## src/rtl/pipeline_hazard_unit.sv

```systemverilog
// Pipeline hazard unit: operand forwarding, load-use and long-latency (mul/div)
// interlocks, plus a watchdog on the outstanding long operation.
module pipeline_hazard_unit #(
  parameter int unsigned NSRC         = 2,
  parameter int unsigned LONG_TIMEOUT = 64
) (
  input  logic                 clk,
  input  logic                 rst,
  input  logic                 ex_valid,
  input  logic [5*NSRC-1:0]    ex_rs,
  input  logic [NSRC-1:0]      ex_rs_used,
  input  logic [4:0]           ex_rd,
  input  logic                 ex_write_reg,
  input  logic                 ex_long,
  input  logic [4:0]           mem_rd,
  input  logic                 mem_write_reg,
  input  logic                 mem_read_mem,
  input  logic [4:0]           wb_rd,
  input  logic                 wb_write_reg,
  input  logic                 long_done,
  input  logic                 mem_stall,
  output logic [2*NSRC-1:0]    fwd_sel,
  output logic                 stall,
  output logic                 long_busy,
  output logic [4:0]           busy_rd,
  output logic                 long_timeout
);

  localparam int unsigned RW = 5;
  localparam int unsigned SW = 2;
  localparam int unsigned CW = $clog2(LONG_TIMEOUT + 1);
  localparam logic [CW-1:0] CNT_MAX = CW'(LONG_TIMEOUT);

  localparam logic [SW-1:0] SEL_RF   = 2'd0;
  localparam logic [SW-1:0] SEL_MEM  = 2'd1;
  localparam logic [SW-1:0] SEL_WB   = 2'd2;
  localparam logic [SW-1:0] SEL_LONG = 2'd3;

  typedef enum logic {
    IDLE      = 1'b0,
    LONG_BUSY = 1'b1
  } state_t;

  state_t          state;
  logic [CW-1:0]   cnt;
  logic [NSRC-1:0] live;
  logic            load_use;
  logic            raw_hit;
  logic            waw_hit;
  logic            long_stall;
  logic            issue;

  assign long_busy = (state == LONG_BUSY);

  // Per-operand forwarding select and load-use / RAW-on-long detection
  always_comb begin
    fwd_sel  = '0;
    live     = '0;
    load_use = 1'b0;
    raw_hit  = 1'b0;
    for (int i = 0; i < int'(NSRC); i++) begin
      live[i] = ex_rs_used[i] && (ex_rs[RW*i +: RW] != '0);
      if (live[i] && mem_write_reg && (mem_rd == ex_rs[RW*i +: RW])) begin
        // A pending load cannot be forwarded from EX/MEM; after the bubble it sits in MEM/WB
        if (ex_valid && mem_read_mem) begin
          load_use             = 1'b1;
          fwd_sel[SW*i +: SW]  = SEL_WB;
        end else begin
          fwd_sel[SW*i +: SW]  = SEL_MEM;
        end
      end else if (live[i] && wb_write_reg && (wb_rd == ex_rs[RW*i +: RW])) begin
        fwd_sel[SW*i +: SW] = SEL_WB;
      end else if (live[i] && long_done && long_busy && (busy_rd == ex_rs[RW*i +: RW])) begin
        fwd_sel[SW*i +: SW] = SEL_LONG;
      end
      if (live[i] && (busy_rd == ex_rs[RW*i +: RW])) begin
        raw_hit = 1'b1;
      end
    end
  end

  assign waw_hit    = ex_write_reg && (ex_rd == busy_rd) && (busy_rd != '0);
  assign long_stall = long_busy && ex_valid &&
                      ((raw_hit && !long_done) || waw_hit || (ex_long && !long_done));
  assign stall      = mem_stall || load_use || long_stall;
  assign issue      = ex_valid && ex_long && !stall;

  // Long-op tracker: destination, elapsed cycles and sticky watchdog flag
  always_ff @(posedge clk or negedge rst) begin
    if (!rst) begin
      state        <= IDLE;
      busy_rd      <= '0;
      cnt          <= '0;
      long_timeout <= 1'b0;
    end else begin
      if (issue) begin
        state   <= LONG_BUSY;
        busy_rd <= ex_rd;
        cnt     <= '0;
      end else if (state == LONG_BUSY) begin
        if (long_done) begin
          state   <= IDLE;
          busy_rd <= '0;
          cnt     <= '0;
        end else if (cnt != CNT_MAX) begin
          cnt <= cnt + CW'(1);
          if ((cnt + CW'(1)) == CNT_MAX) begin
            long_timeout <= 1'b1;
          end
        end
      end
    end
  end

endmodule

```

## config.mk

```make
export PLATFORM = sky130hd
export DESIGN_NAME = pipeline_hazard_unit
export DESIGN_NICKNAME = d
export VERILOG_FILES = /design/src/rtl/pipeline_hazard_unit.sv
export SDC_FILE = /design/constraint.sdc
export NUM_CORES = 1
export LEC_CHECK = 0
export CORE_ASPECT_RATIO = 1.75
export CORE_UTILIZATION = 45
export CTS_CLUSTER_DIAMETER = 80
export DETAILED_ROUTE_END_ITERATION = 8
export HOLD_SLACK_MARGIN = 0.05
export PLACE_DENSITY = 0.87
export SLEW_MARGIN = 15
export SYNTH_ARGS = -nofsm -noshare
export SYNTH_HDL_FRONTEND = slang
export SYNTH_SLANG_ARGS = --single-unit
```

## constraint.sdc

```tcl
create_clock -name clk -period 3.64 [get_ports clk]
set_clock_uncertainty 0.1 [all_clocks]
set_input_delay 0.728 -clock clk [delete_from_list [all_inputs] [get_ports clk]]
set_output_delay 0.728 -clock clk [all_outputs]
set_load 0.01 [all_outputs]
```

* Word level (Yosys, flattened, before mapping)
Cells that the tools add are included.
** Storage, ports and cells
- Flip-flop bits (word level) :: 14
- Input bits :: 37
- Output and inout bits :: 12
- Logic and storage cells :: 81
** Cells by class
- Add/sub/neg operators :: 1
- Equal/unequal tests :: 9
- Muxes and demuxes :: 23
- Bitwise logic cells :: 2
- Reduce and logical (&&, ||, !) cells :: 42
** Operators by type and width (number)
- == test 5 bit :: 7
- 2-to-1 mux 7 bit :: 4
- logical AND 1 bit :: 27
- 2-to-1 mux 5 bit :: 3
- nonzero test 5 bit :: 3
- 2-to-1 mux 2 bit :: 7
- 2-to-1 mux 1 bit :: 9
- adder 7 x 1 -> 7 bit, second input constant :: 1
- == test 7 bit, second input constant :: 1
- inequality test 7 bit, second input constant :: 1
- AND reduction 5 bit :: 1
- logical OR 1 bit :: 4
- AND reduction 2 bit :: 2
- nonzero test 2 bit :: 2
- nonzero test 3 bit :: 1
- zero test 1 bit :: 2
- inverter 1 bit :: 2

* Depth between registers and ports, before layout
Gate-level depths: netlist (run 1).
- Depth in word-level cells :: 14
- Mapped depth :: 8
- Depth with buffers taken out :: 7

* Least setup slack after synthesis (run 1)
Ideal clock, no wire load.
- Path kind :: input to output
- Start :: in ex_rs[1]
- End :: out stall
- Data arrival time :: 2.365 ns
- Required time :: 2.812 ns
- Path slack :: 0.447 ns
- Stages on the path :: 6
- Cells stage by stage :: or4_1 -> o21ai_2 -> nor3_2 -> o211a_4 -> or3_1 -> or2_1
** On the way
- Word-level cells in the longest chain between the ends :: 10
- Elaborated cells on any way between the ends :: 18
** Ends and longest elaborated chain
- start: declaration :: line 10 : input logic [5*NSRC-1:0] ex_rs,
- nonzero test 5 bit :: line 62 : live[i] = ex_rs_used[i] && (ex_rs[RW*i +: RW] != '0);
- logical AND 1 bit :: line 62
- logical AND 1 bit :: line 76 : if (live[i] && (busy_rd == ex_rs[RW*i +: RW])) begin
- 2-to-1 mux 1 bit (2 in series) :: line 76
- logical AND 1 bit :: line 84 : ((raw_hit && !long_done) || waw_hit || (ex_long && !long_done));
- logical OR 1 bit (2 in series) :: line 84
- logical AND 1 bit :: line 83 : assign long_stall = long_busy && ex_valid &&
- logical OR 1 bit * :: line 85 : assign stall = mem_stall || load_use || long_stall;
- end: declaration :: line 23 : output logic stall,
Every way passes the cells marked *; elsewhere a longest branch is shown, timed or not.

* Final worst setup path (run 1)
- Start :: in ex_rs[7]
- End :: out stall
** On the way
- Word-level cells in the longest chain between the ends :: 9
- Elaborated cells on any way between the ends :: 15
** Ends and longest elaborated chain (line)
- nonzero test 5 bit :: 62
- logical AND 1 bit :: 62
- logical AND 1 bit :: 76
- 2-to-1 mux 1 bit :: 76
- logical AND 1 bit :: 84
- logical OR 1 bit (2 in series) :: 84
- logical AND 1 bit :: 83
- logical OR 1 bit * :: 85
Marks and branches as above.

==> out/metrics.yaml, run 1 <==
start_kind: "primary input"
clock_latency_ns: 0.25
synth.most_common_cell: "xnor2_1"
slew_headroom_pct: 58.4
maxCapViolCount: 0
yosys.area.top_type: "dfrtp_1"
tightestPinTransition_ns: 0.622
port_buffers: 48
crit_arrival_ns: 2.78
synth_area_leaders: "dfrtp_1 25%, xnor2_1 19%, mux2i_1 5.1%, nor2_1 4.6%, a21oi_1 4.0%"
postSynth.asyncResetShare_pct: 100
synth-xor-area-share_pct: 22.2
synth_top_area_share_pct: 25.4
hp-class: "flip-flop to flip-flop"
synth_fa_ha_area_share_pct: 2.72
setup_tns_ns: 0
slowest_stage: "or4_4"
synth_seq_area_share_pct: 25.4
ys_ff_latch: 14
setup_viol: 0
place_congestion: 0.933
powerDensity_nw_per_um2: 315
pre_cts_slack_ns: -0.471
cts_buffers: 3
fill_cells: 190
pin_count: 49
track_usage_pct: 27.8
start_util_pct: 47.1
drv_slew: 0
insertedDiodeCount: 0
crit_buf_inv: 2
rows: 26
crit_family: "simple AND/OR/NAND/NOR gates"
utilization_pct: 72.8
route.detailed.drc: 0
nNetsFinal: 277
synth_flop_cell: "dfrtp_1"
slowest_delay_ns: 0.43
period_share_pct: 99.2
tritoncts: "built"
grt_max_degree: 15
ys_types: 34
synth.net_count: 211
synth_top_family_by_area: "simple AND/OR/NAND/NOR gates"
drive_gt1_share_pct: 15.7
routed_wl_um: 4370
grt_pass1_vias: 1533
p_leak_nw: 0.951
num_vias: 1571
netlist_instances: 171
hold_viol_final: 0
netlist_area_um2: 1380
setup_slack_ns: 0.0296
synthTopCellsByCount: "30 x xnor2_1, 17 x nor2_1, 14 x dfrtp_1"
irDropWorstVdd_mv: 0.202
yosysWarnings: 0
cts.sink_count: 14
cts.reportedPaths.clkPinSlew_ns: 0.06
status: "complete, no violations"
firstDrtPassIters: 7
critical_path_class: "primary input to output pin"
finalCriticalPeriod_ns: 3.61
synth_compound_area_share_pct: 14.2
synth_edf_count: 0
dp_hpwl_um: 3320
drtIter0Drc: 69
synth.area.mux_share_pct: 5.08
die_area_um2: 3300
area_growth_pct: 54.5
post_drt_via_cell_ratio: 5.95
clockRootBuffer: "clkbuf_8"
grt_pass1_wl_um: 6720
wire_per_inst_um: 16.5
clockBufferDepth: 2
stdcell_count: 264
grt_overflow: 0
cp_max_fo: 3
die_y_um: 75.3
critPathRequiredTime_ns: 2.81
hold_ws_ns: 0.366
rsz0062_at_grt: "yes"
syn_avg_cell_area_um2: 8.07
die_w_um: 43.9
worstSetupEndpointType: "output pin"
grt_antenna_before_repair: 0
ant_nets: 0
core-area_um2: 2930
dp_cells: 258
htreeDepth: 1
synth-simple-area-share_pct: 25.2
max_freq_ghz: 0.277
cp_cell_sequence: "clkdlybuf4s50_1 -> or4_4 -> o21ai_4 -> nor3_4 -> o211a_4 -> or3_4 -> or2_1 -> buf_2"
-- through the flow --
stage	total power [mW]	area, um2
2_1_floorplan	0.387	1380
3_3_place_gp	0.502	2000
3_5_place_dp	0.511	2000
4_1_cts	0.668	2070
5_1_grt	0.713	2130
6_report	0.672	2130
-- logic make-up (layout without fill, tap and decap cells) --
family	count (synthesis)	count (layout)
muxes	7	7
buffers and inverters	17	82
adders and majority gates	3	3
DFF	14	14
AOI/OAI and AO/OA	29	29
xor gates and xnor gates	35	35
and+or+nand+nor	66	66
-- power breakdown --
group          internal (mW)  total [mW]  switching (mW)
combinational          0.146       0.270           0.125
clock                 0.0961       0.155          0.0592
sequential             0.187       0.246          0.0592
-- worst reg2reg max path, cell delays in order, from the launching register on --
cell and delay [ns]:
dfrtp_1 0.46, nor4_1 0.31, nor3_1 0.07, a21oi_1 0.12
nor3_1 0.09, buf_4 0.14, nor4_4 0.19, buf_4 0.24
mux2i_1 0.22
-- flip-flops by register name, summed over array words and instances (netlist names) --
| name | count |
|---|---|
| busy_rd | 5 |
| cnt | 7 |
| long_busy | 1 |
| long_timeout | 1 |
-- metal layers --
layer	vias to the layer above	global-route usage, %	part of all wire [%]
met1	746	24.7	30
li1	729	-	-
met5	-	0	0
met4	0	17.8	5.3
met3	20	1.20	3.7
met2	76	57.4	61
-- final cells by class --
class,count,area [um2],share of cell area (%)
tap,28,35.0,1.64
timing repair buffer,69,648,30.4
sequential,14,350,16.4
multi-input combinational,140,1010,47.4
clock buffer,4,55.1,2.58
inverter,9,33.8,1.58
-- cell usage in the layout, fill, tap and decap left out, drive strengths merged --
master and n:
clkdlybuf4s50 34, nand2 12, clkdlybuf4s15 1, ha 3
nand4 7, or2 1, a31oi 2, a2bb2oi 1
nor3 8, o211a 1, nor2 17, dlymetal6s2s 8
buf 22, nor4 4, xor2 5, nand4b 1
a21boi 2, o21ai 7, or3 1, nand2b 2
dfrtp 14, nand3 9, dlygate4sd2 4, clkbuf 4
and4 1, or4 2, inv 9, a41o 2
mux2i 7, a21oi 11, a22oi 1, a31o 1
xnor2 30, nor3b 1, a2111oi 1
-- worst paths after layout --
check	startpoint	end	slack, ns	depth (start not counted)
max	ex_rs[7]	stall	0.03	8
min	long_timeout$_DFFE_PN0P_	long_timeout$_DFFE_PN0P_	0.37	1
max reg2reg	busy_rd[0]$_DFFE_PN0P_	busy_rd[3]$_DFFE_PN0P_	1.61	8
min reg2reg	long_timeout$_DFFE_PN0P_	long_timeout$_DFFE_PN0P_	0.37	1
max in group asynchronous	rst	cnt[6]$_DFFE_PN0P_	2.28	1
min in group asynchronous	rst	cnt[3]$_DFFE_PN0P_	0.76	1
-- what timing repair did --
action	4_1_cts	5_1_grt
hold buffers	0	0
pin swaps	7	7
endpoints found under the hold margin	0	0
setup buffers	1	1
endpoints found under the setup margin	5	3
gates resized for setup	14	13
Note: power is estimated with default switching activity, not from simulation.
==> inputs of run 2 (changes only) <==
--- a/config.mk
+++ b/config.mk
@@ -5,8 +5,10 @@
 export SDC_FILE = /design/constraint.sdc
 export NUM_CORES = 1
 export LEC_CHECK = 0
+export CELL_PAD_IN_SITES_DETAIL_PLACEMENT = 0
+export CELL_PAD_IN_SITES_GLOBAL_PLACEMENT = 1
 export CORE_ASPECT_RATIO = 1.75
-export CORE_UTILIZATION = 45
+export CORE_UTILIZATION = 32
 export CTS_CLUSTER_DIAMETER = 80
 export DETAILED_ROUTE_END_ITERATION = 8
 export HOLD_SLACK_MARGIN = 0.05
==> out/metrics.yaml, run 2 (synthesis gave the netlist of run 1 again) <==
hold_ws_ns: 0.369
ant_nets: 0
tritoncts: "built"
num_vias: 1471
stdcell_count: 285
p_sw_share_pct: 35.2
crit_arrival_ns: 2.73
reg_top3: "cnt (7), busy_rd (5)"
maxCapViolCount: 0
dp_cells: 281
r2r_setup_slack_ns: 1.59
track_usage_pct: 18.7
drtIter0Drc: 17
hp-class: "flip-flop to flip-flop"
hold_viol_final: 0
grt_pass1_vias: 1426
rr_startpoint: "busy_rd[0]$_DFFE_PN0P_"
regToRegEndpoint: "busy_rd[0]$_DFFE_PN0P_"
area_growth_pct: 55.0
cts.reportedPaths.clkPinSlew_ns: 0.06
nNetsFinal: 277
seq_power_share_pct: 36.9
drv_slew: 0
pin_count: 49
die_y_um: 88.9
tightestPinTransition_ns: 0.636
cts_buffers: 3
pwr-share-comb_pct: 40.6
grt_max_degree: 15
pre_cts_slack_ns: -0.463
largest_register_ffs: 7
final_cell_mix: "34 x clkdlybuf4s50_1, 30 x xnor2_1, 21 x buf_4"
powerDensity_nw_per_um2: 309
setup_viol: 0
start_kind: "primary input"
insertedDiodeCount: 0
finalCriticalPeriod_ns: 3.56
clockRootBuffer: "clkbuf_8"
slew_headroom_pct: 57.5
p_leak_nw: 0.947
route.detailed.drc: 0
fill_cells: 384
clockBufferDepth: 2
firstDrtPassIters: 4
grt_antenna_before_repair: 0
routed_wl_um: 4050
rows: 31
die_w_um: 51.6
worstSetupEndpointType: "output pin"
post_drt_via_cell_ratio: 5.16
hp-start: "long_timeout$_DFFE_PN0P_"
dp_hpwl_um: 3480
clock_latency_ns: 0.24
wire_per_inst_um: 14.2
place_congestion: 0.920
worstRegToRegCells: 8
layout_commonest_cell: "clkdlybuf4s50_1"
grt_overflow: 0
port_buffers: 48
grt_pass1_wl_um: 6290
setup_slack_ns: 0.0789
top_register: "cnt"
netSwitchingPower_mw: 0.233
core-area_um2: 4150
period_share_pct: 97.8
die_area_um2: 4590
start_util_pct: 33.3
intPower_mw: 0.429
status: "complete, no violations"
irDropWorstVdd_mv: 0.271
cp_max_fo: 3
drive_gt1_share_pct: 15.3
holdBufCountCts: 0
cts.sink_count: 14
pwr-share-clk_pct: 22.5
startpoint: "ex_rs[1]"
rsz0062_at_grt: "no"
endpoint: "stall"
max_freq_ghz: 0.281
critPathRequiredTime_ns: 2.81
htreeDepth: 1
critical_path_class: "primary input to output pin"
## run 2: worst max-delay path, cell delays in order
cell and delay [ns]:
dlygate4sd2_1 0.26, or4_4 0.51, o21ai_2 0.19, nor3_4 0.06
o211a_4 0.25, or3_4 0.36, or2_1 0.24, buf_2 0.14
## run 2: timing repair
| action | in CTS | in global routing |
|---|---|---|
| buffers inserted | 0 | 0 |
| resized for setup | 11 | 13 |
| cloned | 0 | 0 |
| endpoints found under the setup margin | 5 | 4 |
| pin swaps | 5 | 6 |
## run 2: final cells by class
type,instances,area [um2],share of cell area (%)
multi-input cells,140,996,46.5
repair buffers,69,643,30.1
flip-flops and latches,14,350,16.4
well taps,49,61.3,2.87
clock buffers,4,55.1,2.57
inverters,9,33.8,1.58
## run 2: worst min path at each step
stage / end / depth (start not counted)
final: long_timeout$_DFFE_PN0P_ / 1
after global routing: long_timeout$_DFFE_PN0P_ / 1
after CTS: long_timeout$_DFFE_PN0P_ / 1
after detailed placement: long_timeout$_DFFE_PN0P_ / 1
after global placement: long_timeout$_DFFE_PN0P_ / 1
after floorplan: busy_rd[0]$_DFFE_PN0P_ / 0
## run 2: stage by stage
| step | setup TNS, ns | cell area (um2) | total power [mW] | util [%] |
|---|---|---|---|---|
| CTS | -0.0865 | 2090 | 0.666 | 50.3 |
| floorplan | 0 | 1380 | 0.387 | - |
| global route | 0 | 2140 | 0.709 | 51.6 |
| detailed placement | -0.962 | 2040 | 0.516 | 49.2 |
| global placement | -0.984 | 2040 | 0.508 | 49.2 |
| finish | 0 | 2140 | 0.662 | 51.6 |
## run 2: power groups by stage
| stage | Clock, mW | Combinational, mW | Sequential, mW |
|---|---|---|---|
| 2_1_floorplan | 0 | 0.165 | 0.222 |
| 3_3_place_gp | 0 | 0.264 | 0.244 |
| 3_5_place_dp | 0 | 0.270 | 0.246 |
| 4_1_cts | 0.153 | 0.269 | 0.244 |
| 5_1_grt | 0.162 | 0.296 | 0.251 |
| 6_report | 0.149 | 0.269 | 0.244 |
## run 2: per-layer routing
metal / track usage [%] / wire [um]
met2: 38.4 / 2500
met1: 17.2 / 1310
met4: 11.3 / 150
met3: 0.515 / 98
met5: 0 / 0
==> inputs of run 3 (changes only) <==
--- a/config.mk
+++ b/config.mk
@@ -13,7 +13,7 @@
 export DETAILED_ROUTE_END_ITERATION = 8
 export HOLD_SLACK_MARGIN = 0.05
 export PLACE_DENSITY = 0.87
-export SLEW_MARGIN = 15
+export SLEW_MARGIN = 20
 export SYNTH_ARGS = -nofsm -noshare
 export SYNTH_HDL_FRONTEND = slang
 export SYNTH_SLANG_ARGS = --single-unit
==> results of run 3 <==
Final layout, timing and power as in run 2 (identical DEF).
